===== src/rtl/dmem_arbiter.sv =====
// Two-port data-memory arbiter: IDLE -> ACCESS -> RESP, one access per two cycles.
// Define DMEM_ARB_RR_EN for round-robin arbitration; default is fixed priority with a fairness window.
module dmem_arbiter #(
  parameter int unsigned MEM_SIZE_KB = 1,
  parameter int unsigned FAIR_WIN    = 4
) (
  input  logic        i_clk,
  input  logic        i_rst,
  input  logic        i_req0,
  input  logic        i_req1,
  input  logic        i_we0,
  input  logic        i_we1,
  input  logic [31:0] i_addr0,
  input  logic [31:0] i_addr1,
  input  logic [2:0]  i_funct3_0,
  input  logic [2:0]  i_funct3_1,
  input  logic [31:0] i_wdata0,
  input  logic [31:0] i_wdata1,
  output logic        o_gnt0,
  output logic        o_gnt1,
  output logic        o_done0,
  output logic        o_done1,
  output logic        o_err0,
  output logic        o_err1,
  output logic [31:0] o_rdata0,
  output logic [31:0] o_rdata1,
  output logic        o_memRead,
  output logic        o_memWrite,
  output logic [31:0] o_memAddr,
  output logic [2:0]  o_memFunct3,
  output logic [31:0] o_memDataOut,
  input  logic [31:0] i_memDataIn,
  output logic        o_busy
);

  localparam logic [32:0] MemBytes = 33'(MEM_SIZE_KB) << 10;

  typedef enum logic [1:0] {StIdle, StAccess, StResp} state_e;

  state_e      state_q, state_d;
  logic        arb_ok;
  logic        win1;
  logic        we_q, we_d;
  logic        port_q, port_d;
  logic [31:0] addr_q, addr_d;
  logic [2:0]  f3_q, f3_d;
  logic [31:0] wdata_q, wdata_d;
  logic        err_q, err_d;
  logic [31:0] rdata0_q, rdata0_d;
  logic [31:0] rdata1_q, rdata1_d;
  logic        illegal;

  // Arbitration happens on edges leaving IDLE or RESP with something pending.
  assign arb_ok = (state_q != StAccess) && (i_req0 || i_req1);

`ifdef DMEM_ARB_RR_EN
  logic ptr_q, ptr_d;  // 1: port 1 wins the next conflict

  always_comb begin
    win1  = i_req1 && (!i_req0 || ptr_q);
    ptr_d = ptr_q;
    if (arb_ok) ptr_d = !win1;
  end

  always_ff @(posedge i_clk or posedge i_rst) begin
    if (i_rst) ptr_q <= 1'b0;
    else       ptr_q <= ptr_d;
  end
`else
  localparam int unsigned CntW = ($clog2(FAIR_WIN + 1) > 0) ? $clog2(FAIR_WIN + 1) : 1;
  localparam logic [CntW-1:0] FairMax = CntW'(FAIR_WIN);

  logic [CntW-1:0] cnt_q, cnt_d;

  always_comb begin
    win1  = i_req1 && (!i_req0 || (cnt_q >= FairMax));
    cnt_d = cnt_q;
    if (!i_req1)     cnt_d = '0;
    else if (arb_ok) cnt_d = win1 ? '0 : cnt_q + 1'b1;
  end

  always_ff @(posedge i_clk or posedge i_rst) begin
    if (i_rst) cnt_q <= '0;
    else       cnt_q <= cnt_d;
  end
`endif

  // State register
  always_ff @(posedge i_clk or posedge i_rst) begin
    if (i_rst) state_q <= StIdle;
    else       state_q <= state_d;
  end

  // Next-state logic
  always_comb begin
    state_d = state_q;
    unique case (state_q)
      StIdle:   state_d = arb_ok ? StAccess : StIdle;
      StAccess: state_d = StResp;
      StResp:   state_d = arb_ok ? StAccess : StIdle;
      default:  state_d = StIdle;
    endcase
  end

  always_comb begin
    illegal = 1'b0;
    unique case (f3_q)
      3'd0, 3'd4: illegal = 1'b0;
      3'd1, 3'd5: illegal = addr_q[0];
      3'd2:       illegal = (addr_q[1:0] != 2'b00);
      default:    illegal = 1'b1;
    endcase
    if ({1'b0, addr_q} >= MemBytes) illegal = 1'b1;
  end

  // Request latch and response registers
  always_comb begin
    we_d     = we_q;
    port_d   = port_q;
    addr_d   = addr_q;
    f3_d     = f3_q;
    wdata_d  = wdata_q;
    err_d    = err_q;
    rdata0_d = rdata0_q;
    rdata1_d = rdata1_q;
    if (arb_ok) begin
      port_d  = win1;
      we_d    = win1 ? i_we1 : i_we0;
      addr_d  = win1 ? i_addr1 : i_addr0;
      f3_d    = win1 ? i_funct3_1 : i_funct3_0;
      wdata_d = win1 ? i_wdata1 : i_wdata0;
    end
    if (state_q == StAccess) begin
      err_d = illegal;
      if (!illegal && !we_q) begin
        if (port_q) rdata1_d = i_memDataIn;
        else        rdata0_d = i_memDataIn;
      end
    end
  end

  always_ff @(posedge i_clk or posedge i_rst) begin
    if (i_rst) begin
      we_q     <= 1'b0;
      port_q   <= 1'b0;
      addr_q   <= '0;
      f3_q     <= '0;
      wdata_q  <= '0;
      err_q    <= 1'b0;
      rdata0_q <= '0;
      rdata1_q <= '0;
    end else begin
      we_q     <= we_d;
      port_q   <= port_d;
      addr_q   <= addr_d;
      f3_q     <= f3_d;
      wdata_q  <= wdata_d;
      err_q    <= err_d;
      rdata0_q <= rdata0_d;
      rdata1_q <= rdata1_d;
    end
  end

  // Output logic
  always_comb begin
    o_gnt0     = (state_q == StAccess) && !port_q;
    o_gnt1     = (state_q == StAccess) && port_q;
    o_done0    = (state_q == StResp) && !port_q;
    o_done1    = (state_q == StResp) && port_q;
    o_err0     = o_done0 && err_q;
    o_err1     = o_done1 && err_q;
    o_memRead  = (state_q == StAccess) && !illegal && !we_q;
    o_memWrite = (state_q == StAccess) && !illegal && we_q;
    o_busy     = (state_q != StIdle);
  end

  assign o_memAddr    = addr_q;
  assign o_memFunct3  = f3_q;
  assign o_memDataOut = wdata_q;
  assign o_rdata0     = rdata0_q;
  assign o_rdata1     = rdata1_q;

endmodule


===== config.mk =====
export PLATFORM = sky130hd
export DESIGN_NAME = dmem_arbiter
export DESIGN_NICKNAME = d
export VERILOG_FILES = /design/src/rtl/dmem_arbiter.sv
export SDC_FILE = /design/constraint.sdc
export NUM_CORES = 1
export LEC_CHECK = 0
export BUFFER_PORTS_ARGS = -buffer_cell sky130_fd_sc_hd__buf_4
export CAP_MARGIN = 0
export CORE_AREA = 2 2 121 123
export DETAILED_ROUTE_END_ITERATION = 12
export DIE_AREA = 0 0 123 125
export GPL_ROUTABILITY_DRIVEN = 0
export PLACE_DENSITY = 0.76
export SLEW_MARGIN = 20
export SYNTH_ARGS = -nofsm -noshare
export SYNTH_HDL_FRONTEND = slang
export SYNTH_SLANG_ARGS = --single-unit

===== constraint.sdc =====
create_clock -name i_clk -period 13.7 [get_ports i_clk]
set_input_delay 2.055 -clock i_clk [delete_from_list [all_inputs] [get_ports i_clk]]
set_output_delay 2.055 -clock i_clk [all_outputs]
set_load 0.02 [all_outputs]

== Yosys cells after proc, flatten, opt, wreduce, memory -nomap -nowiden ==
Index checks and enable logic that the tools add are counted.
Operators by class
  add/subtract/negate cells: 1
  multipliers: 0
  divide/modulo/power cells: 0
  order comparisons: 2
  eq/ne operators: 8
  shift operators: 0
  mux-type cells: 11
  bitwise logic cells: 1
  reduce and logical (&&, ||, !) cells: 27
Operators by type and width (number)
  two-way mux 32 bit: 2
  >= comparator 32 x 11 -> 1 bit, second input constant: 1
  logical AND 1 bit: 12
  two-way mux 3 bit: 4
  equality test 3 bit, second input constant: 2
  AND reduction 3 bit: 2
  OR reduction 2 bit: 3
  logical NOT 1 bit: 4
  != test 2 x 1 -> 1 bit, second input constant: 2
  case mux 2 bit (2 select lines): 1
  nonzero test 2 bit: 2
  adder 3 x 1 -> 3 bit, second input constant: 1
  equality test 3 x 1 -> 1 bit, second input constant: 1
  equality test 3 x 2 -> 1 bit, second input constant: 1
  >= comparator 3 bit, second input constant: 1
  logical NOT 3 bit: 1
  two-way mux 1 bit: 3
  case mux 1 bit (3 select lines): 1
  equality test 2 x 1 -> 1 bit, second input constant: 1
  equality test 2 bit, second input constant: 1
  logical NOT 2 bit: 1
  logical OR 1 bit: 2
  NOT 1 bit: 1
Storage, ports and cells
  bits in registers: 139
  latch bits: 0
  bits in writable memories: 0
  memory bits (read-only): 0
  output and inout bits: 140
  memories kept: 0

== Longest topological paths before layout ==
  depth in word-level cells: 7
  depth in mapped cells: 7
  mapped depth without buffers: 5

== Worst setup path after synthesis ==
No wires, ideal clock.
  path type: register -> output
  from: register addr_q[16], in the netlist o_memAddr[16]
  to: output o_memRead
  arrival: 1.663 ns
  required time: 11.645 ns
  setup slack: 9.982 ns
  cell stages (with the launch flop): 4
  path buffers: 0
  cells stage by stage: dfrtp_1 -> nor4_1 -> nand4_1 -> nor4_1
On the way
  cells in the longest elaborated chain, start to end: 5
RTL lines
  start, declared: line 45  | logic [31:0] addr_q, addr_d;
  start signal, assigned: line 155  | addr_q <= addr_d;
  >= comparator 32 x 11 -> 1 bit: line 113  | if ({1'b0, addr_q} >= MemBytes) illegal = 1'b1;
  two-way mux 1 bit: line 113
  logical NOT 1 bit: line 172  | o_memRead = (state_q == StAccess) && !illegal && !we_q;
  logical AND 1 bit (2 in series): line 172
  end, declared: line 27  | output logic o_memRead,
Every way passes these cells.

== Worst setup path in the final report ==
  from: register addr_q[28], in the netlist o_memAddr[28]
  to: output o_memWrite
On the way
  cells in the longest elaborated chain, start to end: 5
RTL lines
  >= comparator 32 x 11 -> 1 bit: line 113
  two-way mux 1 bit: line 113
  logical NOT 1 bit: line 173  | o_memWrite = (state_q == StAccess) && !illegal && we_q;
  logical AND 1 bit (2 in series): line 173
  end, declared: line 28  | output logic o_memWrite,
Every way passes these cells.

==> flow_metrics.py <==
metrics = {
    "yosys": {
        "synth.distinct_cells": 30,
        "share_of_the_synthesized_area_in_the_top_cell_type_pct": 58.0,
        "syn_inst": 482,
        "ys_seq_elements": 139,
        "post_synth.cell_area_avg_um2": 12.4,
        "syn-num-nets": 655,
        "synth_async_sr_flop_share_pct": 100,
        "number_of_enable_flip_flop_cells_after_synthesis": 0,
        "post-synth-top-count-cell": "dfrtp_1",
        "ys_dominant_reg_cell": "dfrtp_1",
        "synth.area.top_cells": "dfrtp_1 (58%), mux2i_1 (11%), mux2_4 (7.5%), mux2_2 (6.0%), o21ai_0 (5.9%)",
        "post_synth_instance_area_um2": 6000,
        "ys_warn_count": 0,
        "netlist.top_cell.by_area": "dfrtp_1",
        "synth.yosys.seq_area_share_pct": 58.0,
        "yosys-top-cells-count": "dfrtp_1 (139), nand2_1 (71), o21ai_0 (71)",
    },
    "worst_setup_path": {
        "endpoint_kind": "primary output",
        "start_kind": "register",
        "cp.arrival_ns": 2.19,
        "capturing_element_of_the_worst_setup_path": "o_memWrite",
        "rr_worst_depth": 4,
        "critPathKind": "register to primary output",
        "crit-reg2reg-capture": "o_rdata0[20]",
        "worst-endpoint-required_ns": 11.64,
        "reg2reg_setup_slack_ns": 11.12,
        "timing.rr.start": "o_memAddr[28]",
        "path_max_fanout": 4,
        "critPathLaunch": "o_memAddr[28]",
    },
    "hold_path": {
        "min-delay-path-class": "register to register",
    },
    "cells_and_area": {
        "fin_util_pct": 64.3,
        "nNetsFinal": 960,
        "design_area_um2": 9140,
        "n_antenna_cell": 0,
        "drive_gt1_share_pct": 51.9,
        "instances_no_fill": 984,
        "layout.filler_cells": 1098,
        "areaGrowthSynthToFinish_pct": 52.4,
    },
    "floorplan": {
        "die_width_um": 123,
        "die_height_um": 125,
        "design.portCount": 312,
        "fp.dieArea_um2": 15400,
        "effective_utilization_at_floorplan_pct": 42.2,
        "num_rows": 44,
        "coreArea_um2": 14200,
    },
    "placed_design": {
        "io_buffer_count": 311,
        "detailed_place_hpwl_mm": 12.3,
        "dpl.cell_count": 952,
        "placement.setup.worst_slack_ns": 9.73,
        "placed_cell_area_um2": 8490,
    },
    "clocking": {
        "cts-hold-fix-buffers": 0,
        "cts_setup_buffers": 0,
        "cts_made_buffers": 17,
        "cts_tree": "done",
        "root_buffer": "clkbuf_16",
        "clock_sinks": 139,
        "clk_latency_ns": 0.42,
        "clock_path_buffers": 2,
        "post_cts.resized_instances": 0,
        "cts-htree-levels": 4,
        "clock_pin_slew_reported_for_the_worst_setup_and_hold_paths_after_clock_tree_synthesis_ns": 0.06,
    },
    "power_and_ir_drop": {
        "total_leakage_power_nw": 4.91,
        "report.power.total_mw": 1.31,
        "vdd.ir_drop.worst_mv": 0.0705,
        "power.density_cell_area_nw_per_um2": 143,
    },
    "grt": {
        "maximum_number_of_pins_on_one_net_before_global_route_repair": 138,
        "track_usage_pct": 21.9,
        "grt_first_pass_wirelength_mm": 25.9,
        "overflow": 0,
        "grt_antenna_before_repair": 0,
        "first_global_vias": 4996,
    },
    "timing": {
        "finalClockSkew_ns": 0.00898,
        "final.period_utilization_pct": 31.0,
        "slew_viols_final": 0,
        "finalWorstSetupSlack_ns": 9.46,
        "transition_time_of_the_tightest_slew_check_pin_ns": 0.825,
        "setup_viol_count_final": 0,
        "setup-tns-final_ns": 0,
        "rsz0062_at_grt": "false",
        "whs_ns": 0.481,
        "maxClockFrequency_mhz": 236,
        "min_period_ns": 4.24,
        "number_of_failing_hold_endpoints_at_the_final_stage": 0,
        "max_slew_margin_pct": 45.0,
    },
    "routing": {
        "detail_route.drc_violations": 0,
        "finalWirelength_mm": 16.6,
        "detailroute.wirelength.met3_mm": 1.37,
        "highest-signal-layer": "met4",
        "route.detailed.vias_per_inst": 4.96,
        "detailedRoute.firstIterationViolations": 232,
        "route.detailed.wl_per_inst_um": 16.8,
        "wl_met2_mm": 8.29,
        "detailed_route_via_count": 4878,
        "wl_met1_mm": 6.51,
        "detailedRoute.firstPassIterationCount": 4,
        "final_antenna_violating_net_count": 0,
    },
    "status": {
        "status": "finished clean",
    },
    "flow_run": {
        "timing.max_cap.violations": 0,
    },
}
critical path, stage by stage (launching register included):
cell     delay [ns]
dfrtp_1        0.40
nor4_1         0.48
nand3_1        0.28
nor3_1         0.29
and2_1         0.18
buf_4          0.15
where the power goes:
group,switching (mW),internal [mW],total (mW)
combinational,0.163,0.140,0.303
sequential,0.0389,0.465,0.504
clock,0.184,0.314,0.499
total,0.386,0.920,1.31
routing by layer:
layer  vias to the layer above  track usage [%]
met5                         -                0
met4                         0             9.43
met3                        27             7.12
met2                       229             36.9
met1                      2325             25.4
li1                       2297                -
cells in the final DEF (no fill, tap or decap), types with 3 or more instances in the layout:
master	netlist	final
clkbuf_16	0	17
nor4_1	6	6
nand2b_1	3	3
nand2_1	71	70
o21ai_0	71	70
nor2_1	8	8
inv_6	0	6
clkinv_4	0	3
mux2i_1	68	68
bufinv_16	0	4
mux2_4	30	30
mux2_2	32	32
buf_4	0	314
nor2b_1	3	3
dfrtp_1	139	139
and2_1	4	4
registers in the layout (all words and copies together) (netlist names):
| register | count |
|---|---|
| err_q | 1 |
| o_rdata0 | 32 |
| o_memDataOut | 32 |
| o_memAddr | 32 |
| o_memFunct3 | 3 |
| cnt_q | 3 |
| state_q | 2 |
| we_q | 1 |
| o_rdata1 | 32 |
| port_q | 1 |
cell families after synthesis:
| logic type | after synthesis | synth area share [%] |
|---|---|---|
| compound gates | 75 | 6.38 |
| fa+ha+maj | 1 | 0.209 |
| buf+inv | 31 | 2.44 |
| flops | 139 | 58.0 |
| mux | 132 | 25.2 |
| simple gates | 104 | 7.72 |
layout make-up:
cell class	instances	area, um2	share of cell area (%)
inverters	2	12.5	0.137
well taps	184	230	2.52
clock inverters	14	206	2.26
flip-flops and latches	139	3480	38.1
clock buffers	18	439	4.81
multi-input cells	312	2400	26.3
repair buffers	315	2370	25.9
worst min path at each step:
stage	startpoint	end	slack, ns	depth (start not counted)
3_5_place_dp	o_memDataOut[10]	o_memDataOut[10]	0.47	2
2_1_floorplan	state_q[0]	state_q[0]	0.45	1
6_report	o_memDataOut[5]	o_memDataOut[5]	0.48	2
3_3_place_gp	o_memDataOut[10]	o_memDataOut[10]	0.46	2
4_1_cts	o_memDataOut[10]	o_memDataOut[10]	0.49	2
5_1_grt	o_memDataOut[20]	o_memDataOut[20]	0.52	2
Note: power is estimated with default switching activity, not from simulation.
